[src/rtl/imm_decode_stage.sv]
// Purpose: decodes RV instruction format and XLEN-wide immediate, buffered in a 2-entry skid FIFO.
// Latency: 1 cycle from accept to out_valid.
// Backpressure: in_ready is a function of occupancy only (low when both entries are full).
module imm_decode_stage #(
    parameter int XLEN = 32,
    parameter int PC_W = XLEN
) (
    input  logic            clk,
    input  logic            rst_n,
    input  logic            flush,
    input  logic            in_valid,
    output logic            in_ready,
    input  logic [31:0]     in_instr,
    input  logic [PC_W-1:0] in_pc,
    output logic            out_valid,
    input  logic            out_ready,
    output logic [XLEN-1:0] out_imm,
    output logic [2:0]      out_fmt,
    output logic            out_illegal,
    output logic [31:0]     out_instr,
    output logic [PC_W-1:0] out_pc
);

    localparam logic [2:0] FMT_R   = 3'd0;
    localparam logic [2:0] FMT_I   = 3'd1;
    localparam logic [2:0] FMT_S   = 3'd2;
    localparam logic [2:0] FMT_B   = 3'd3;
    localparam logic [2:0] FMT_U   = 3'd4;
    localparam logic [2:0] FMT_J   = 3'd5;
    localparam logic [2:0] FMT_ILL = 3'd7;

    typedef enum logic [1:0] {EMPTY, ONE, TWO} state_t;

    state_t            state;
    state_t            state_nxt;
    logic              accept;
    logic              pop;
    logic              ld_head_new;
    logic              ld_head_skid;
    logic              ld_skid;

    logic [6:0]        opcode;
    logic [2:0]        dec_fmt;
    logic [XLEN-1:0]   dec_imm;
    logic [XLEN-1:0]   imm_i;
    logic [XLEN-1:0]   imm_s;
    logic [XLEN-1:0]   imm_b;
    logic [XLEN-1:0]   imm_u;
    logic [XLEN-1:0]   imm_j;
    logic [XLEN-1:0]   imm_z;

    logic [XLEN-1:0]   skid_imm;
    logic [2:0]        skid_fmt;
    logic [31:0]       skid_instr;
    logic [PC_W-1:0]   skid_pc;

    assign in_ready    = (state != TWO);
    assign out_valid   = (state != EMPTY);
    assign accept      = in_valid & in_ready;
    assign pop         = out_valid & out_ready;
    assign out_illegal = (out_fmt == FMT_ILL);

    // Immediate fields, each sign-extended from its own top bit (U included).
    assign opcode = in_instr[6:0];
    assign imm_i  = {{(XLEN-11){in_instr[31]}}, in_instr[30:20]};
    assign imm_s  = {{(XLEN-11){in_instr[31]}}, in_instr[30:25], in_instr[11:7]};
    assign imm_b  = {{(XLEN-12){in_instr[31]}}, in_instr[7], in_instr[30:25], in_instr[11:8], 1'b0};
    assign imm_u  = {{(XLEN-31){in_instr[31]}}, in_instr[30:12], 12'b0};
    assign imm_j  = {{(XLEN-20){in_instr[31]}}, in_instr[19:12], in_instr[20], in_instr[30:21], 1'b0};
    assign imm_z  = {{(XLEN-5){1'b0}}, in_instr[19:15]};

    // Format classification and immediate selection; RV64-only opcodes are illegal at XLEN=32.
    always_comb begin
        dec_fmt = FMT_ILL;
        dec_imm = '0;
        if (in_instr[1:0] == 2'b11) begin
            case (opcode)
                7'b1100111, 7'b0000011, 7'b0010011, 7'b1110011: dec_fmt = FMT_I;
                7'b0011011: dec_fmt = (XLEN == 64) ? FMT_I : FMT_ILL;
                7'b0100011: dec_fmt = FMT_S;
                7'b1100011: dec_fmt = FMT_B;
                7'b0110111, 7'b0010111: dec_fmt = FMT_U;
                7'b1101111: dec_fmt = FMT_J;
                7'b0110011, 7'b0001111: dec_fmt = FMT_R;
                7'b0111011: dec_fmt = (XLEN == 64) ? FMT_R : FMT_ILL;
                default: dec_fmt = FMT_ILL;
            endcase
        end
        case (dec_fmt)
            FMT_I:   dec_imm = (opcode == 7'b1110011 && in_instr[14]) ? imm_z : imm_i;
            FMT_S:   dec_imm = imm_s;
            FMT_B:   dec_imm = imm_b;
            FMT_U:   dec_imm = imm_u;
            FMT_J:   dec_imm = imm_j;
            default: dec_imm = '0;
        endcase
    end

    // Occupancy register.
    always_ff @(posedge clk or negedge rst_n) begin
        if (!rst_n) state <= EMPTY;
        else        state <= state_nxt;
    end

    // Next occupancy and entry-load strobes; flush overrides accept and pop.
    always_comb begin
        state_nxt    = state;
        ld_head_new  = 1'b0;
        ld_head_skid = 1'b0;
        ld_skid      = 1'b0;
        if (flush) begin
            state_nxt = EMPTY;
        end else begin
            case (state)
                EMPTY: begin
                    if (accept) begin
                        state_nxt   = ONE;
                        ld_head_new = 1'b1;
                    end
                end
                ONE: begin
                    if (accept && pop) begin
                        ld_head_new = 1'b1;
                    end else if (accept) begin
                        state_nxt = TWO;
                        ld_skid   = 1'b1;
                    end else if (pop) begin
                        state_nxt = EMPTY;
                    end
                end
                TWO: begin
                    if (pop) begin
                        state_nxt    = ONE;
                        ld_head_skid = 1'b1;
                    end
                end
                default: state_nxt = EMPTY;
            endcase
        end
    end

    // Head entry: drives the outputs, so it only changes on fill or pop.
    always_ff @(posedge clk or negedge rst_n) begin
        if (!rst_n) begin
            out_imm   <= '0;
            out_fmt   <= '0;
            out_instr <= '0;
            out_pc    <= '0;
        end else if (ld_head_new) begin
            out_imm   <= dec_imm;
            out_fmt   <= dec_fmt;
            out_instr <= in_instr;
            out_pc    <= in_pc;
        end else if (ld_head_skid) begin
            out_imm   <= skid_imm;
            out_fmt   <= skid_fmt;
            out_instr <= skid_instr;
            out_pc    <= skid_pc;
        end
    end

    // Skid entry: catches the accepted instruction while the head is stalled.
    always_ff @(posedge clk or negedge rst_n) begin
        if (!rst_n) begin
            skid_imm   <= '0;
            skid_fmt   <= '0;
            skid_instr <= '0;
            skid_pc    <= '0;
        end else if (ld_skid) begin
            skid_imm   <= dec_imm;
            skid_fmt   <= dec_fmt;
            skid_instr <= in_instr;
            skid_pc    <= in_pc;
        end
    end

endmodule

[config.mk]
export PLATFORM = sky130hd
export DESIGN_NAME = imm_decode_stage
export DESIGN_NICKNAME = d
export VERILOG_FILES = /design/src/rtl/imm_decode_stage.sv
export SDC_FILE = /design/constraint.sdc
export NUM_CORES = 1
export LEC_CHECK = 0
export CORE_ASPECT_RATIO = 0.9
export CORE_MARGIN = 2
export CORE_UTILIZATION = 35
export CTS_CLUSTER_SIZE = 10
export DETAILED_ROUTE_END_ITERATION = 16
export PLACE_DENSITY = 0.55
export SYNTH_ARGS = -nofsm -noshare
export SYNTH_HDL_FRONTEND = slang
export SYNTH_SLANG_ARGS = --single-unit
[constraint.sdc]
create_clock -name clk -period 2.9 [get_ports clk]
set_input_delay 0.29 -clock clk [delete_from_list [all_inputs] [get_ports clk]]
set_output_delay 0.29 -clock clk [all_outputs]
set_load 0.05 [all_outputs]
==> results.toml <==
[run_status]
status = "finished, final reports clean"

[finish]
num_antenna_cells = 0
area_growth_pct = 29.38
finish.utilization_pct = 45.88
drive_above_1_share_pct = 5.940
fin_nets = 1185

[min_path]
hold_class = "input pin to register"

[timing]
finalSetupViolations = 0
fin_crit_sh_pct = 79.59
fmax_mhz = 433.3
final_max_slew_viol_count = 0
hold_viol_final = 0
post-route-min-period_ns = 2.308
fin_worst_skew_ns = 0.01392
maxSlewHeadroom_pct = 42.84
worstMarginPinSlew_ns = 0.8553
rsz0062_at_grt = "false"
fin_setup_tns_ns = 0

[grt]
overflow = 0
grt_max_degree = 100
antenna_found_initial = 1
grt_pass1_wl_microns = 41020
track_usage_pct = 19.78
grt_pass1_vias = 7258

[logic_synthesis]
synth_edf_count = 0
yosysTopAreaCell = "dfrtp_1"
ys_seq_elements = 200
async_flop_share_pct = 100.0
ys_seq_area_share_pct = 56.50
syn-num-nets = 1043
avgSynthCellArea_sq_um = 9.095
ys_top_cells_by_area = "dfrtp_1, nand2_1, a22oi_1"
yosysTopAreaCellShare_pct = 56.50
synth_most_common_cell = "nand2_1"
synth_common_cells = "nand2_1, dfrtp_1, a22oi_1"
yosys_most_used_dff = "dfrtp_1"
ys_warn_count = 0
ys_types = 54
synthCells = 974
mappedNetlistArea_sq_um = 8858

[floorplan]
dieArea_sq_um = 26600
num_io_pins = 171
die_h_microns = 154.9
die_x_microns = 171.7
start_util_pct = 35.46
core_area_sq_um = 24980
rows = 55

[detailed_routing]
ant_nets = 0
wl_per_cell_microns = 17.41
drt-total-wl_microns = 25590
avgViaCountPerCell = 5.063
first_pass_iters = 5
dr_wl_met2_microns = 11180
top_layer = "met5"
num_vias = 7443
wl_met1_microns = 12820
route.met3.wl_microns = 1371
drt_iter0_drc = 519
route.detailed.drc = 0

[power]
ir_drop_mv = 0.4225
power.density_nw_per_um2 = 704.6
p_leak_nw = 5.383

[setup_path]
critPathArrivalTime_ns = 2.02
cp-end-kind = "output port"
crit_type = "register to output port"
worstPathRequired_ns = 2.61
critPathLaunchType = "register"
worstPathMaxFanout = 7

[clock_network]
post_cts_buffers = 0
clk_path_buf_depth = 2
clk_latency_ns = 0.43
path_clk_slew_ns = 0.07
numCtsBuffers = 17
cts_tree = "yes"
root_buffer = "clkbuf_16"
clock-sinks = 200
ctsResizeCount = 0
h-tree-depth = 4

[placed_design]
place_congestion = 0.8307
dpl.hpwl_microns = 16310
port_buffers = 170

[run]
cap_violations = 0
## metal layers
metal	vias up	GRT usage [%]
li1	3575	-
met1	3653	30.03
met2	199	29.28
met3	14	3.689
met4	2	4.399
met5	-	0
## cell type report
cell class | instances | area [sq um]
fillers | 2443 | 13520
flip-flops and latches | 200 | 5005
multi-input cells | 704 | 3527
repair buffers | 190 | 1958
clock buffers | 22 | 464.2
well taps | 342 | 427.9
clock inverters | 9 | 67.56
inverters | 3 | 11.26
## timing repair
action,4_1_cts,5_1_grt
hold buffers,1,0
hold endpoints to repair,79,0
endpoints found under the setup margin,0,0
## worst max-delay path: stages, from the launching register on
cell             delay (ns)
dfrtp_1                0.49
or2_2                  0.37
clkdlybuf4s50_1        0.73
## final timing paths
| check | end | start | cells after the start | slack, ns |
|---|---|---|---|---|
| setup / recovery | out_valid | state[0] | 2 | 0.59 |
| hold / removal | skid_pc[24] | in_pc[24] | 3 | 0.42 |
| setup reg to reg | out_imm[14] | state[1] | 6 | 0.70 |
| hold reg to reg | out_instr[16] | out_instr[16] | 2 | 0.47 |
| max in group asynchronous | skid_pc[10] | rst_n | 3 | 1.68 |
| min in group asynchronous | out_pc[24] | rst_n | 2 | 0.47 |
## state kept, by name (all words and copies together), names as in the netlist
name        count
skid_instr     32
out_instr      32
out_fmt         3
skid_pc        32
state           2
out_imm        32
skid_imm       32
out_pc         32
skid_fmt        3
## cell families (layout without fill, tap and decap cells)
logic type / Yosys count / in the layout / share of synthesized area, %
DFF: 200 / 200 / 56.50
and+or+nand+nor: 504 / 504 / 24.17
AOI/OAI and AO/OA: 199 / 199 / 15.10
buffers and inverters: 70 / 224 / 4.124
muxes: 1 / 1 / 0.1130
## stage by stage
step / hold slack (ns) / instances / area [sq um] / total power, mW / setup slack, ns
floorplan: -0.005591 / 974 / 8859 / 5.049 / 1.289
global placement: 0.3933 / 1438 / 10920 / 5.880 / 0.3831
detailed placement: 0.3938 / 1438 / 10920 / 5.910 / 0.3602
CTS: 0.4043 / 1470 / 11460 / 8.160 / 0.5653
global route: 0.4268 / 1470 / 11460 / 8.503 / 0.4860
finish: 0.4224 / 1470 / 11460 / 8.075 / 0.5920
## where the power goes
part           total, mW  internal, mW  leakage, nW  switching, mW
registers           3.68          3.35         2.50          0.323
logic               2.17         0.776         2.63           1.40
clock network       2.23          1.15        0.253           1.08
total               8.08          5.28         5.38           2.80
## cell usage in the layout, fill, tap and decap left out, types with 3 or more instances in the layout
master | netlist | routed
nand2_1 | 391 | 391
dfrtp_1 | 200 | 200
clkdlybuf4s50_1 | 0 | 169
a22oi_1 | 64 | 64
a21oi_1 | 53 | 53
nor2_1 | 43 | 42
clkbuf_16 | 0 | 17
a31oi_1 | 16 | 16
and3_1 | 15 | 15
o22ai_1 | 14 | 14
o21ai_0 | 13 | 13
buf_4 | 5 | 11
a211o_1 | 9 | 9
or2_1 | 8 | 8
buf_12 | 0 | 8
a221o_1 | 7 | 7
o21ai_1 | 7 | 7
nand3_1 | 6 | 6
nor2b_1 | 5 | 5
nor3_1 | 5 | 5
or2_2 | 4 | 4
nand2b_1 | 4 | 4
a22o_1 | 4 | 4
inv_1 | 3 | 3
and2_1 | 3 | 3
nor3_4 | 2 | 3
clkinvlp_4 | 0 | 3
clkbuf_8 | 0 | 3
clkbuf_1 | 15 | 3
(Power assumes the default switching activity.)
==> patch, RTL diff (same settings) <==
Re-encode `state_t` (3 states) as one-hot, 3 bits wide.
--- a/src/rtl/imm_decode_stage.sv
+++ b/src/rtl/imm_decode_stage.sv
@@ -29,7 +29,7 @@
     localparam logic [2:0] FMT_J   = 3'd5;
     localparam logic [2:0] FMT_ILL = 3'd7;
 
-    typedef enum logic [1:0] {EMPTY, ONE, TWO} state_t;
+    typedef enum logic [2:0] {EMPTY = 3'b001, ONE = 3'b010, TWO = 3'b100} state_t;
 
     state_t            state;
     state_t            state_nxt;
Function: no difference found for any inputs over 4 cycles, from zero or initial values and one cycle with rst_n low; so few cycles prove little.
==> patch against the unedited design <==
Sequential cell count is 1 higher. Count of clock-buffer cells in the layout rose by 13. Critical path depth rose by 1. Design area increased by 2.5%. Largest power group unchanged. Global-route usage down 0.15 points. Setup slack got worse by 0.19 ns. Synthesized area barely moved. Power increased by 1.9%. Synthesized cell count increased by 5.4%. Routed wire length grew 2.7%.
==> patch: results (changes against the unedited design) <==
## Status
• outcome: complete, no violations

## Synth
• synthesized instance count: 1,027, +5.4%
• Commonest cells post-synth: sky130_fd_sc_hd__nand2_1 (391), sky130_fd_sc_hd__dfrtp_1 (200), sky130_fd_sc_hd__nor2_1 (72)
• most used flip-flop cell after synthesis: sky130_fd_sc_hd__dfrtp_1
• biggest area contributors in the synthesized netlist: sky130_fd_sc_hd__dfrtp_1 (56%), sky130_fd_sc_hd__nand2_1 (17%), sky130_fd_sc_hd__a31oi_1 (4.2%)
• Post-Synthesis Net Count: 1,096, +5.1%

## Global route
• largest net degree at the start of global routing: 91, -9.0%
• global-route usage over all layers: 0.196, -0.00146
• met2 routing resource usage after global routing: 0.302, +0.00918
• M1 GR Usage: 0.292, -0.00780
• global-route track usage on met3: 0.0290, -0.00789
• wire length of the first global-routing pass: 41.6 mm, +1.5%
• layer carrying the most global-route usage: met2

## Min path
• hold crit path type: input pin to async pin

## Setup path
• capturing point of the worst reg2reg path: out_imm[2]$_DFFE_PN0P_
• reg-to-reg startpoint: state[0]$_DFFE_PN1P_
• startpoint of the most critical setup path: state[1]$_DFFE_PN0P_
• flop-to-flop setup slack: 0.70 ns, about the same
• arrival time of the worst setup path: 2.21 ns, +0.19 ns
• worst r2r path cells: 5, -1

## Route
• met2 layer wire length in the routed design: 11.9 mm, +6.4%
• routed length on met3: 1.25 mm, -9.1%
• top layer reached by signal wires: met4
• met1 wire length: 12.6 mm, -1.7%
• routed via count divided by cell count: 5.06, about the same
• count of routing violations after the opening detailed-route iteration: 568, +9.4%
• DR WL/cell: 17.2 µm, -1.2%

## Placed design
• Placement Setup Slack: 0.287 ns, -0.0730 ns
• Port-buffer cells: 170, unchanged
• DP HPWL: 17.1 mm, +5.0%
• placed insts: 1,489, +3.5%
• routability congestion estimate from global placement: 0.806, -2.9%
• area of placed instances: 11,100 µm², +1.3%

## Timing
• worst slew margin relative to its limit: 0.518, +0.0896
• worst hold slack across all endpoints: 0.270 ns, -0.152 ns
• skew final: 0.00751 ns, -0.00641 ns

## Layout
• Filler Cells Inserted: 2,448, +0.20%
• number of nets in the finished design: 1,243, +4.9%
• layout cells sized above 1: 0.0566, -0.00281

## Clock tree
• number of CTS-inserted buffers: 24, +7
• Max Buffers Root-to-Sink: 3, +1
• Worst-Skew Late Latency: 0.52 ns, +0.09 ns
• deepest level of the CTS H-tree: 1, -3

## Power
• maximum vdd ir drop: 0.392 mV, -7.2%
• share of power burned in the clock network: 0.330, +0.054
• register share of total power: 0.410, -0.045
• total leakage power: 5.41 nW, +0.46%
• Internal Pwr Total: 0.00547 W, +3.7%
• switching power: 0.00276 W, -1.5%

[patch: changes by cell type after synthesis, sizes merged, moves of 30 or more]
cell / before / now
clkbuf: 16 / 57
o21ai: 20 / 51
a22oi: 64 / 2
a31oi: 17 / 60
nor2: 43 / 73
buf: 51 / 19
[patch: kinds of logic after synthesis]
kind of cell,count (synthesis),synth area share
flops,201,0.568
compound gates,203,0.138
simple gates,534,0.248
buf+inv,80,0.0367
mux,9,0.0104
[patch: layout make-up]
class | count | area (µm²) | share of cell area
sequential | 201 | 5030 | 0.428
multi-input combinational | 746 | 3560 | 0.303
timing repair buffer | 197 | 2040 | 0.173
clock buffer | 35 | 673 | 0.0573
tap | 342 | 428 | 0.0364
inverter | 4 | 15.0 | 0.00128
clock inverter | 1 | 7.51 | 0.000639
antenna | 1 | 2.50 | 0.000213
[patch: repair_timing]
action / CTS / global route
endpoints found under the hold margin: 38 / 0
hold buffers: 1 / 0
gates resized for setup: 0 / 0
[patch: how the worst max path moves through the flow]
| stage | slack, ns | depth (start not counted) | endpoint |
|---|---|---|---|
| 2_1_floorplan | 1.20 | 6 | out_imm[29]$_DFFE_PN0P_ |
| 3_3_place_gp | 0.32 | 6 | skid_imm[31]$_DFFE_PN0P_ |
| 3_5_place_dp | 0.29 | 6 | skid_imm[31]$_DFFE_PN0P_ |
| 4_1_cts | 0.39 | 3 | in_ready |
| 5_1_grt | 0.32 | 3 | in_ready |
| 6_report | 0.40 | 3 | in_ready |
[patch: critical path, cell delays in order, from the launching register on]
cell	delay (ns)
sky130_fd_sc_hd__dfrtp_1	0.49
sky130_fd_sc_hd__nor2b_1	0.36
sky130_fd_sc_hd__nand2b_1	0.13
sky130_fd_sc_hd__clkdlybuf4s50_1	0.71
